### src/rtl/mem_arb_pkg.sv
// Shared types and default widths for the two-master RAM arbiter.
package mem_arb_pkg;

    localparam int MEM_ADDR_WIDTH = 64;
    localparam int MEM_DATA_WIDTH = 64;

    typedef enum logic [1:0] {
        IDLE    = 2'd0,
        GRANT   = 2'd1,
        RELEASE = 2'd2
    } state_t;

    typedef enum logic {
        OWN_I = 1'b0,
        OWN_D = 1'b1
    } owner_t;

    function automatic owner_t other_owner(input owner_t o);
        return (o == OWN_I) ? OWN_D : OWN_I;
    endfunction

endpackage

### src/rtl/Mem_ift.sv
// Split read/write memory port: master drives Mr/Mw, slave answers on Sr/Sw.
interface Mem_ift
    import mem_arb_pkg::*;
#(
    parameter int ADDR_WIDTH = MEM_ADDR_WIDTH,
    parameter int DATA_WIDTH = MEM_DATA_WIDTH
);

    typedef struct packed {
        logic                    ren;
        logic [ADDR_WIDTH-1:0]   raddr;
    } mr_t;

    typedef struct packed {
        logic                    wen;
        logic [ADDR_WIDTH-1:0]   waddr;
        logic [DATA_WIDTH-1:0]   wdata;
        logic [DATA_WIDTH/8-1:0] wmask;
    } mw_t;

    typedef struct packed {
        logic [DATA_WIDTH-1:0]   rdata;
        logic                    rvalid;
    } sr_t;

    typedef struct packed {
        logic                    wvalid;
    } sw_t;

    mr_t Mr;
    mw_t Mw;
    sr_t Sr;
    sw_t Sw;

    modport Master (output Mr, output Mw, input Sr, input Sw);
    modport Slave  (input Mr, input Mw, output Sr, output Sw);

endinterface

### src/rtl/arb_rr2.sv
// Combinational two-way round-robin pick: a tie goes to whoever did not own last.
module arb_rr2
    import mem_arb_pkg::*;
(
    input  logic [1:0] req,
    input  owner_t     last_owner,
    output owner_t     winner
);

    // winner selection from the request pair
    always_comb begin
        winner = OWN_I;
        case (req)
            2'b01:   winner = OWN_I;
            2'b10:   winner = OWN_D;
            2'b11:   winner = other_owner(last_owner);
            default: winner = OWN_I;
        endcase
    end

endmodule

### src/rtl/mem_arbiter.sv
// Shares one RAM port between instruction-fetch (index 0) and data (index 1)
// masters, one whole transaction at a time, with an idle cycle after each.
module mem_arbiter
    import mem_arb_pkg::*;
#(
    parameter int ADDR_WIDTH = MEM_ADDR_WIDTH,
    parameter int DATA_WIDTH = MEM_DATA_WIDTH
)(
    input  logic   clk,
    input  logic   rst,
    Mem_ift.Slave  imem_ift,
    Mem_ift.Slave  dmem_ift,
    Mem_ift.Master ram_ift
);

    localparam int WMASK_W = DATA_WIDTH / 8;

    state_t state_q, state_d;
    owner_t owner_q, owner_d;
    owner_t last_owner_q, last_owner_d;
    logic   r_done_q, r_done_d;
    logic   w_done_q, w_done_d;

    logic [1:0] req_s;
    owner_t     winner_s;
    logic       own_ren_s;
    logic       own_wen_s;
    logic       r_ok_s;
    logic       w_ok_s;

    assign req_s = {dmem_ift.Mr.ren | dmem_ift.Mw.wen,
                    imem_ift.Mr.ren | imem_ift.Mw.wen};

    arb_rr2 u_rr (
        .req        (req_s),
        .last_owner (last_owner_q),
        .winner     (winner_s)
    );

    // live request lines of the current owner
    always_comb begin
        own_ren_s = 1'b0;
        own_wen_s = 1'b0;
        if (owner_q == OWN_D) begin
            own_ren_s = dmem_ift.Mr.ren;
            own_wen_s = dmem_ift.Mw.wen;
        end else begin
            own_ren_s = imem_ift.Mr.ren;
            own_wen_s = imem_ift.Mw.wen;
        end
    end

    // a channel is finished if never requested, already answered, or answered now
    assign r_ok_s = ~own_ren_s | r_done_q | ram_ift.Sr.rvalid;
    assign w_ok_s = ~own_wen_s | w_done_q | ram_ift.Sw.wvalid;

    // next-state, ownership and completion tracking
    always_comb begin
        state_d      = state_q;
        owner_d      = owner_q;
        last_owner_d = last_owner_q;
        r_done_d     = r_done_q;
        w_done_d     = w_done_q;
        case (state_q)
            IDLE: begin
                r_done_d = 1'b0;
                w_done_d = 1'b0;
                if (req_s != 2'b00) begin
                    state_d = GRANT;
                    owner_d = winner_s;
                end else begin
                    state_d = IDLE;
                end
            end
            GRANT: begin
                if (!own_ren_s && !own_wen_s) begin
                    state_d  = RELEASE;
                    r_done_d = 1'b0;
                    w_done_d = 1'b0;
                end else if (r_ok_s && w_ok_s) begin
                    state_d      = RELEASE;
                    last_owner_d = owner_q;
                    r_done_d     = 1'b0;
                    w_done_d     = 1'b0;
                end else begin
                    r_done_d = r_done_q | ram_ift.Sr.rvalid;
                    w_done_d = w_done_q | ram_ift.Sw.wvalid;
                end
            end
            RELEASE: begin
                state_d = IDLE;
            end
            default: begin
                state_d  = IDLE;
                r_done_d = 1'b0;
                w_done_d = 1'b0;
            end
        endcase
    end

    // arbiter state registers
    always_ff @(posedge clk or posedge rst) begin
        if (rst) begin
            state_q      <= IDLE;
            owner_q      <= OWN_I;
            last_owner_q <= OWN_I;
            r_done_q     <= 1'b0;
            w_done_q     <= 1'b0;
        end else begin
            state_q      <= state_d;
            owner_q      <= owner_d;
            last_owner_q <= last_owner_d;
            r_done_q     <= r_done_d;
            w_done_q     <= w_done_d;
        end
    end

    // owner's port onto the RAM, RAM valids back to the owner only while granted
    always_comb begin
        ram_ift.Mr.ren    = 1'b0;
        ram_ift.Mr.raddr  = {ADDR_WIDTH{1'b0}};
        ram_ift.Mw.wen    = 1'b0;
        ram_ift.Mw.waddr  = {ADDR_WIDTH{1'b0}};
        ram_ift.Mw.wdata  = {DATA_WIDTH{1'b0}};
        ram_ift.Mw.wmask  = {WMASK_W{1'b0}};
        imem_ift.Sr.rdata  = ram_ift.Sr.rdata;
        imem_ift.Sr.rvalid = 1'b0;
        imem_ift.Sw.wvalid = 1'b0;
        dmem_ift.Sr.rdata  = ram_ift.Sr.rdata;
        dmem_ift.Sr.rvalid = 1'b0;
        dmem_ift.Sw.wvalid = 1'b0;
        if (state_q == GRANT) begin
            if (owner_q == OWN_D) begin
                ram_ift.Mr         = dmem_ift.Mr;
                ram_ift.Mw         = dmem_ift.Mw;
                dmem_ift.Sr.rvalid = ram_ift.Sr.rvalid;
                dmem_ift.Sw.wvalid = ram_ift.Sw.wvalid;
            end else begin
                ram_ift.Mr         = imem_ift.Mr;
                ram_ift.Mw         = imem_ift.Mw;
                imem_ift.Sr.rvalid = ram_ift.Sr.rvalid;
                imem_ift.Sw.wvalid = ram_ift.Sw.wvalid;
            end
        end else begin
            ram_ift.Mr.ren = 1'b0;
            ram_ift.Mw.wen = 1'b0;
        end
    end

endmodule
### src/flat_wrapper.sv
// flat-port wrapper written by rule: the top's interface ports become plain ports
module mem_arbiter_flat import mem_arb_pkg::*;
#(
    parameter int ADDR_WIDTH = MEM_ADDR_WIDTH,
    parameter int DATA_WIDTH = MEM_DATA_WIDTH
)
  (clk, rst, imem_ift_Mr, imem_ift_Mw, imem_ift_Sr, imem_ift_Sw, dmem_ift_Mr, dmem_ift_Mw, dmem_ift_Sr, dmem_ift_Sw, ram_ift_Mr, ram_ift_Mw, ram_ift_Sr, ram_ift_Sw);
  Mem_ift #(.ADDR_WIDTH(ADDR_WIDTH), .DATA_WIDTH(DATA_WIDTH)) imem_ift_i ();
  Mem_ift #(.ADDR_WIDTH(ADDR_WIDTH), .DATA_WIDTH(DATA_WIDTH)) dmem_ift_i ();
  Mem_ift #(.ADDR_WIDTH(ADDR_WIDTH), .DATA_WIDTH(DATA_WIDTH)) ram_ift_i ();
  input  logic clk;
  input  logic rst;
  input wire logic [$bits(imem_ift_i.Mr)-1:0] imem_ift_Mr;
  input wire logic [$bits(imem_ift_i.Mw)-1:0] imem_ift_Mw;
  output wire logic [$bits(imem_ift_i.Sr)-1:0] imem_ift_Sr;
  output wire logic [$bits(imem_ift_i.Sw)-1:0] imem_ift_Sw;
  input wire logic [$bits(dmem_ift_i.Mr)-1:0] dmem_ift_Mr;
  input wire logic [$bits(dmem_ift_i.Mw)-1:0] dmem_ift_Mw;
  output wire logic [$bits(dmem_ift_i.Sr)-1:0] dmem_ift_Sr;
  output wire logic [$bits(dmem_ift_i.Sw)-1:0] dmem_ift_Sw;
  output wire logic [$bits(ram_ift_i.Mr)-1:0] ram_ift_Mr;
  output wire logic [$bits(ram_ift_i.Mw)-1:0] ram_ift_Mw;
  input wire logic [$bits(ram_ift_i.Sr)-1:0] ram_ift_Sr;
  input wire logic [$bits(ram_ift_i.Sw)-1:0] ram_ift_Sw;
  assign imem_ift_i.Mr = imem_ift_Mr;
  assign imem_ift_i.Mw = imem_ift_Mw;
  assign imem_ift_Sr = imem_ift_i.Sr;
  assign imem_ift_Sw = imem_ift_i.Sw;
  assign dmem_ift_i.Mr = dmem_ift_Mr;
  assign dmem_ift_i.Mw = dmem_ift_Mw;
  assign dmem_ift_Sr = dmem_ift_i.Sr;
  assign dmem_ift_Sw = dmem_ift_i.Sw;
  assign ram_ift_Mr = ram_ift_i.Mr;
  assign ram_ift_Mw = ram_ift_i.Mw;
  assign ram_ift_i.Sr = ram_ift_Sr;
  assign ram_ift_i.Sw = ram_ift_Sw;
  mem_arbiter #(.ADDR_WIDTH(ADDR_WIDTH), .DATA_WIDTH(DATA_WIDTH)) u_core (.clk(clk), .rst(rst), .imem_ift(imem_ift_i), .dmem_ift(dmem_ift_i), .ram_ift(ram_ift_i));
endmodule
### config.mk
export PLATFORM = sky130hd
export DESIGN_NAME = mem_arbiter_flat
export DESIGN_NICKNAME = d
export VERILOG_FILES = /design/src/rtl/mem_arb_pkg.sv /design/src/rtl/Mem_ift.sv /design/src/rtl/arb_rr2.sv /design/src/rtl/mem_arbiter.sv /design/src/flat_wrapper.sv
export SDC_FILE = /design/constraint.sdc
export NUM_CORES = 1
export LEC_CHECK = 0
export CELL_PAD_IN_SITES_DETAIL_PLACEMENT = 0
export CELL_PAD_IN_SITES_GLOBAL_PLACEMENT = 1
export CORE_AREA = 2 2 316 318
export DETAILED_ROUTE_END_ITERATION = 8
export DIE_AREA = 0 0 318 320
export HOLD_SLACK_MARGIN = 0.12
export PLACE_DENSITY = 0.4
export REMOVE_ABC_BUFFERS = 1
export SLEW_MARGIN = 40
export SYNTH_ARGS = -nofsm -noshare
export SYNTH_HDL_FRONTEND = slang
export SYNTH_SLANG_ARGS = --single-unit
### constraint.sdc
create_clock -name clk -period 5 [get_ports clk]
set_clock_uncertainty 0.2 [all_clocks]
set_input_delay 0.5 -clock clk [delete_from_list [all_inputs] [get_ports clk]]
set_output_delay 0.5 -clock clk [all_outputs]
set_load 0.02 [all_outputs]
# Yosys cells after proc, flatten, opt, wreduce, memory -nomap -nowiden
# Index checks and enable logic that the tools add are counted.
[word_totals]
regBits = 6
latch_bits = 0
ram_bits = 0
mem_bits_ro = 0
input_bits = 472
output_inout_bits = 334
memories = 0
[classes]
n_addsub = 0
mul = 0
n_div = 0
n_lt_le_gt_ge = 0
eq_ne = 5
shift = 0
n_mux = 28
bitwise = 11
reduce_logical = 8
[op_table]
columns = ["op", "n"]
rows = [
  ["137-bit two-way mux", 1],
  ["136-bit two-way mux", 1],
  ["65-bit two-way mux", 1],
  ["64-bit two-way mux", 1],
  ["1-bit two-way mux", 18],
  ["1-bit OR", 8],
  ["2-bit == test (second input constant)", 3],
  ["1-bit one-hot mux with 2 select lines", 3],
  ["2-bit two-way mux", 2],
  ["2-bit one-hot mux with 2 select lines", 1],
  ["3-bit by 1-bit inequality test with 1-bit output (second input constant)", 1],
  ["1-bit inverter", 3],
  ["3-bit AND reduction", 1],
  ["2-bit by 1-bit == test with 1-bit output (second input constant)", 1],
  ["1-bit logical AND", 2],
  ["1-bit logical NOT", 2],
  ["2-bit logical NOT", 1],
  ["2-bit AND reduction", 1],
  ["2-bit nonzero test", 1],
]

# Longest topological paths before layout
# Gate-level depths: netlist (run 1).
[logic_depth]
word_depth = 8
mapped_depth = 5
mapped_depth_nobuf = 4

# Modules after synthesis
# A second synthesis (run 1) with hierarchy kept.
[hier_totals]
cells_unflattened = 612
area_unflattened_um2 = 4297.9
[modules_own_cells]
columns = ["module", "instances", "cells_each", "area_each_um2", "seq_area_each_um2"]
rows = [
  ["mem_arbiter", 1, 611, 4286.6, 150.1],
  ["arb_rr2", 1, 1, 11.3, 0.0],
]

# Worst setup path before layout (run 1)
# Ideal clock, no wire load.
[synth_timing]
kind = "reg-to-output"
from = "reg u_core.owner_q"
to = "out ram_ift_Mw[100]"
t_arrival_ns = 1.331
required_time_ns = 4.300
setup_slack_ns = 2.969
path_stages_with_launch = 6
n_path_buf = 3
cell_sequence = "dfrtp_1 -> buf_6 -> buf_2 -> buf_2 -> mux2i_1 -> nor2_1"
[synth_between]
elab_chain_len = 2
[synth_lines]
columns = ["element", "line_no", "rtl"]
rows = [
  ["start: declaration", "mem_arbiter.sv:19", "owner_t owner_q, owner_d;"],
  ["start signal: assignment", "mem_arbiter.sv:111", "owner_q <= owner_d;"],
  ["137-bit two-way mux", "mem_arbiter.sv:133", "if (owner_q == OWN_D) begin"],
  ["136-bit two-way mux", "mem_arbiter.sv:132", "if (state_q == GRANT) begin"],
  ["end: declaration", "flat_wrapper.sv:22", "output wire logic [$bits(ram_ift_i.Mw)-1:0] ram_ift_Mw;"],
]
# Every way passes these cells.

# Worst setup path in the final report (run 1)
[layout_timing]
from = "reg u_core.owner_q"
to = "out ram_ift_Mw[96]"
# Same word-level chain as after synthesis.

==> impl_metrics.json, run 1 <==
{
  "max-vdd-ir-drop_uv": 203.1,
  "areaGrowthSynthToFinish_pct": 159.7,
  "clock_path_buffers": 2,
  "seqPwrFrac_pct": 3.5,
  "initial_utilization_pct": 4.375,
  "die_area_um2": 101800,
  "die_w_um": 318,
  "detailedRoute.firstPassIterationCount": 5,
  "viasPerCell": 2.754,
  "cts_resized": 0,
  "syn_avg_cell_area_um2": 7.016,
  "crit_path_start_kind": "register",
  "maxSlewHeadroom_pct": 45.28,
  "intPower_uw": 2265,
  "cts_made_buffers": 3,
  "path_buf_inv": 3,
  "finalSetupViolations": 0,
  "finalWorstPathRequiredPeriod_ps": 3646,
  "crit_type": "reg2out",
  "globalRouteTotalUtil_pct": 10.75,
  "clock_tree.root_cell": "sky130_fd_sc_hd__clkbuf_16",
  "worstSetupEndpointType": "primary output",
  "comb_power_share_pct": 93.8,
  "post_route_cells_drive_above_1_share_pct": 2.617,
  "totalNegativeSetupSlack_ps": 0,
  "max_freq_mhz": 274.3,
  "cts-hold-fix-buffers": 0,
  "io_pins": 806,
  "required_ps": 4300,
  "first_iter_violations": 302,
  "final_core_utilization_pct": 11.36,
  "worst_pin_slew_ps": 820.7,
  "place_hpwl_um": 51620,
  "drv_slew": 0,
  "grt_max_degree": 73,
  "power_leakage_uw": 0.004100,
  "cp.arrival_ps": 2950,
  "clock_sink_count": 6,
  "worst_setup_hold_path_clk_slew_ps": 30,
  "post_synthesis_instance_area_um2": 4287,
  "critical-path-max-stage-delay_ps": 850,
  "power_switching_uw": 2719,
  "leading_cell_types_in_the_layout_fill_and_taps_excluded": "sky130_fd_sc_hd__clkdlybuf4s50_1 (613), sky130_fd_sc_hd__nor2_1 (205), sky130_fd_sc_hd__mux2i_1 (199), sky130_fd_sc_hd__buf_4 (10)",
  "antenna_violations_before_repair": 16,
  "clock_latency_ps": 230,
  "critical_path.slowest_cell": "sky130_fd_sc_hd__dfrtp_4",
  "worstPathMaxFanout": 40,
  "remaining_drc_errors": 0,
  "gp_congestion": 0.7889,
  "grt_pass1_wl_um": 72810,
  "design.final.nets": 1543,
  "antennaDiodeCount": 0,
  "synth_sequential_area_ratio_pct": 3.503,
  "power.share.clock_pct": 2.7,
  "grt_setup_unrepaired": "no",
  "postSynthRegisterBits": 6,
  "vias_in_the_first_global_route": 7029,
  "placement_rows": 115,
  "finalHoldViolCount": 0,
  "mean_routed_wirelength_per_cell_um": 24.47,
  "cts_tree": "yes",
  "h-tree-depth": 1,
  "number_of_nets_still_failing_antenna_checks_after_routing": 0,
  "synthesized_instance_count": 611,
  "hold_path.class": "reg2reg",
  "synth_warnings": 0,
  "die_span_y_um": 320,
  "buffers_added_on_ports": 613,
  "yosysUniqueCellTypes": 26,
  "fillCellCount": 11320,
  "finalWirelength_um": 57680,
  "globalRoute.totalOverflow": 0,
  "path_delay_family": "buffers and inverters",
  "detailroute.via_count": 6490,
  "status": "finished clean",
  "floorplan.core_area_um2": 97990,
  "mostFrequentLayoutCell": "sky130_fd_sc_hd__clkdlybuf4s50_1",
  "cts_post_setup_buffers_inserted": 0,
  "maxCapViolCount": 0,
  "p_per_area_nw_per_um2": 447.6,
  "power.share.switching_pct": 54.55,
  "final_min_period_over_clock_period_pct": 72.91,
  "path_cells": "buf_4, buf_12, mux2i_1, nor2_1, clkdlybuf4s50_1"
}
-- worst reg2reg max path, stage by stage, from the launching register on --
cell and delay [ps]:
sky130_fd_sc_hd__dfrtp_4 850, sky130_fd_sc_hd__buf_4 400, sky130_fd_sc_hd__mux2_2 400, sky130_fd_sc_hd__and2_4 170, sky130_fd_sc_hd__o21ai_2 150, sky130_fd_sc_hd__mux2_4 300
-- through the flow --
stage	std cells	instance area (um2)	setup WS (ps)	hold slack (ps)	total power (uW)
6_report	2357	11130	1354	308.8	4984
5_1_grt	2357	11130	1146	325.1	5368
4_1_cts	2357	11130	1147	311.4	5187
3_5_place_dp	2353	11060	1407	305.5	5031
3_3_place_gp	2352	11030	1445	292.3	5009
2_1_floorplan	438	3119	-3129	90.96	2650
-- cell usage after synthesis --
| library cell | number | area (um2) |
|---|---|---|
| sky130_fd_sc_hd__o21ai_2 | 1 | 8.760 |
| sky130_fd_sc_hd__a21oi_1 | 2 | 10.01 |
| sky130_fd_sc_hd__a32oi_1 | 1 | 8.760 |
| sky130_fd_sc_hd__buf_2 | 24 | 120.1 |
| sky130_fd_sc_hd__o31ai_1 | 1 | 7.510 |
| sky130_fd_sc_hd__nor2_1 | 205 | 769.5 |
| sky130_fd_sc_hd__nor3b_1 | 2 | 15.01 |
| sky130_fd_sc_hd__dfrtp_1 | 6 | 150.1 |
| sky130_fd_sc_hd__and3_1 | 2 | 12.51 |
| sky130_fd_sc_hd__mux2_2 | 1 | 11.26 |
| sky130_fd_sc_hd__nand2b_1 | 1 | 6.260 |
| sky130_fd_sc_hd__mux2i_1 | 200 | 2002 |
| sky130_fd_sc_hd__or2_2 | 1 | 6.260 |
| sky130_fd_sc_hd__o21ai_0 | 3 | 15.01 |
| sky130_fd_sc_hd__buf_4 | 128 | 960.9 |
| sky130_fd_sc_hd__and2_1 | 1 | 6.260 |
| sky130_fd_sc_hd__clkbuf_1 | 20 | 75.07 |
| sky130_fd_sc_hd__o21a_1 | 1 | 7.510 |
| sky130_fd_sc_hd__inv_1 | 2 | 7.510 |
| sky130_fd_sc_hd__and2_4 | 1 | 8.760 |
| sky130_fd_sc_hd__buf_6 | 1 | 11.26 |
| sky130_fd_sc_hd__a22oi_2 | 1 | 12.51 |
| sky130_fd_sc_hd__nand2_1 | 2 | 7.510 |
| sky130_fd_sc_hd__a32o_1 | 1 | 10.01 |
| sky130_fd_sc_hd__nor2b_1 | 1 | 6.260 |
| sky130_fd_sc_hd__mux2_4 | 2 | 30.03 |
-- cells by family after synthesis --
logic type / Yosys count / synth area share, %
flip-flops: 6 / 3.503
AND/OR/NAND/NOR: 216 / 19.56
buffers and inverters: 175 / 27.41
multiplexers: 203 / 47.66
AO/OA/AOI/OAI: 11 / 1.868
-- state kept, by name, summed over array words and instances (netlist names) --
signal / count
u_core.owner_q: 1
u_core.state_q: 2
u_core.w_done_q: 1
u_core.last_owner_q: 1
u_core.r_done_q: 1
-- worst paths after layout --
check | start | slack, ps | cells past startpoint | to
max in group asynchronous | rst | 3990 | 2 | u_core.owner_q
min in group asynchronous | rst | 360 | 2 | u_core.r_done_q
hold reg to reg | u_core.last_owner_q | 310 | 1 | u_core.last_owner_q
setup reg to reg | u_core.owner_q | 2410 | 5 | u_core.last_owner_q
hold / removal | u_core.last_owner_q | 310 | 1 | u_core.last_owner_q
setup / recovery | u_core.owner_q | 1350 | 5 | ram_ift_Mw[96]
-- layout make-up --
type	count	area [um2]	share of cell area, %
sequential	6	153.9	1.382
clock buffer	4	78.83	0.7079
timing repair buffer	628	6311	56.68
tap	1287	1610	14.46
multi-input combinational	430	2973	26.70
inverter	2	7.507	0.06742
-- power groups by stage --
stage          combinational (uW)  clock [uW]  sequential [uW]
5_1_grt                      5040         143              187
2_1_floorplan                2320           0              326
4_1_cts                      4860         138              186
3_5_place_dp                 4840           0              187
3_3_place_gp                 4830           0              183
6_report                     4670         134              175
-- routing by layer --
layer | vias up | GRT usage (%) | routed length, um
li1 | 2809 | - | -
met1 | 2942 | 12.42 | 23560
met2 | 663 | 15.19 | 22520
met3 | 44 | 9.366 | 10680
met4 | 32 | 0.4444 | 211
met5 | - | 3.404 | 717
Note: power is estimated with default switching activity, not from simulation.
==> inputs of run 2 (changes only) <==
Settings changed: CORE_AREA 2 2 316 318 to 2 2 317 319, DIE_AREA 0 0 318 320 to 0 0 319 321, PLACE_DENSITY 0.4 to 0.41.
Clock period 5 ns to 3.1 ns, I/O delays scaled along.
==> impl_metrics.json, run 2 (same netlist as run 1, synthesis figures left out) <==
{
  "power_leakage_uw": 0.004277,
  "mostFrequentLayoutCell": "sky130_fd_sc_hd__clkdlybuf4s50_1",
  "detailedRoute.firstPassIterationCount": 4,
  "cts_resized": 0,
  "required_ps": 2590,
  "crit_path_start_kind": "register",
  "buffers_added_on_ports": 613,
  "cts_tree": "yes",
  "grt_setup_unrepaired": "no",
  "path_cells": "buf_12, buf_12, mux2i_1, nor2_1, clkdlybuf4s50_1",
  "final_core_utilization_pct": 11.52,
  "max_flop_register": "u_core.state_q",
  "cts_made_buffers": 3,
  "worst_setup_hold_path_clk_slew_ps": 40,
  "hold_path.class": "in2async",
  "max_freq_mhz": 344.1,
  "clock_latency_ps": 230,
  "max-vdd-ir-drop_uv": 355.1,
  "clock_tree.root_cell": "sky130_fd_sc_hd__clkbuf_16",
  "detailroute.via_count": 6360,
  "worst_pin_slew_ps": 491.7,
  "grt_pass1_wl_um": 69280,
  "maxSlewHeadroom_pct": 66.28,
  "crit_type": "reg2out",
  "dpl.cell_count": 2368,
  "die_area_um2": 102400,
  "finalHoldViolCount": 0,
  "initial_utilization_pct": 4.318,
  "place_hpwl_um": 48180,
  "design.final.nets": 1547,
  "finalPower_uw": 8296,
  "post_route_cells_drive_above_1_share_pct": 6.331,
  "final.hold.worst_slack_ps": 153.1,
  "areaGrowthSynthToFinish_pct": 166.8,
  "cts-hold-fix-buffers": 0,
  "vias_in_the_first_global_route": 6864,
  "cts_post_setup_buffers_inserted": 0,
  "worstSetupEndpointType": "primary output",
  "remaining_drc_errors": 0,
  "h-tree-depth": 1,
  "number_of_nets_still_failing_antenna_checks_after_routing": 0,
  "clock_sink_count": 6,
  "critical_path.slowest_cell": "sky130_fd_sc_hd__clkdlybuf4s50_1",
  "worst_path_most_repeated_cell": "sky130_fd_sc_hd__buf_12",
  "globalRoute.totalOverflow": 0,
  "clock_path_buffers": 2,
  "p_per_area_nw_per_um2": 725.5,
  "viasPerCell": 2.680,
  "grt_max_degree": 76,
  "gp_congestion": 0.7878,
  "die_w_um": 319,
  "worstPathMaxFanout": 49,
  "first_iter_violations": 173,
  "leading_cell_types_in_the_layout_fill_and_taps_excluded": "sky130_fd_sc_hd__clkdlybuf4s50_1 (576), sky130_fd_sc_hd__nor2_1 (205), sky130_fd_sc_hd__mux2i_1 (200), sky130_fd_sc_hd__buf_12 (33), sky130_fd_sc_hd__buf_4 (23)",
  "antenna_violations_before_repair": 5,
  "maxCapViolCount": 0,
  "cp.arrival_ps": 2400,
  "stdcell_area_um2": 11430,
  "floorplan.core_area_um2": 99280,
  "placement_rows": 116,
  "finalNonFillerCells": 2373,
  "die_span_y_um": 321,
  "finalSetupViolations": 0,
  "largest_reg_flops": 2,
  "finalWirelength_um": 54450,
  "final_min_period_over_clock_period_pct": 93.75,
  "mean_routed_wirelength_per_cell_um": 22.94,
  "io_pins": 806,
  "globalRouteTotalUtil_pct": 10.08,
  "finalWorstPathRequiredPeriod_ps": 2906,
  "drv_slew": 0,
  "placed_cell_area_um2": 11350,
  "critical-path-max-stage-delay_ps": 650,
  "status": "finished clean"
}
run 2: cell types whose count changed in the layout (fill, tap and decap cells not counted), sizes merged:
cell,change
clkdlybuf4s50,-37
buf,+41
diode,+1
run 2: final cells by class:
class	instances	area, um2
Antenna cell	1	2.502
Fill cell	11470	87840
Clock buffer	4	78.83
Multi-Input combinational cell	430	2969
Inverter	2	7.507
Timing Repair Buffer	632	6599
Sequential cell	6	153.9
Tap cell	1298	1624
run 2: report_power, final:
part	leakage (uW)	switching [uW]	internal (uW)
Sequential	0.0000748	57.9	116
Combinational	0.00416	4240	3670
Clock	0.0000382	47.2	171
Total	0.00428	4340	3950
run 2: per-stage QoR:
| stage | setup TNS (ps) | worst slack, ps |
|---|---|---|
| after CTS | 0 | 149.3 |
| final | 0 | 193.9 |
| after global routing | 0 | 84.04 |
| after detailed placement | 0 | 416.3 |
| after floorplan | -957060 | -5029 |
| after global placement | 0 | 430.8 |
run 2: layer usage:
metal	vias up	global-route usage [%]	part of all wire, %
met1	2876	11.36	40
met5	-	3.404	0.75
met2	626	15.08	41
met4	11	0.5660	0.30
li1	2824	-	-
met3	23	8.053	17
run 2: worst paths after layout:
kind / start / end / slack [ps] / depth (start not counted)
worst max-delay path: u_core.owner_q / ram_ift_Mr[27] / 190 / 5
worst min-delay path: rst / u_core.last_owner_q / 150 / 2
min in group clk: u_core.last_owner_q / u_core.last_owner_q / 300 / 1
worst max register to register: u_core.owner_q / u_core.last_owner_q / 880 / 5
worst min register to register: u_core.last_owner_q / u_core.last_owner_q / 300 / 1
max in group asynchronous: rst / u_core.owner_q / 2320 / 2
run 2: worst max-delay path: cells and delay by family, from the launching register on:
kind | cells | cell delay [ps]
mux | 1 | 130
buf+inv | 3 | 1210
flops | 1 | 530
simple gates | 1 | 180
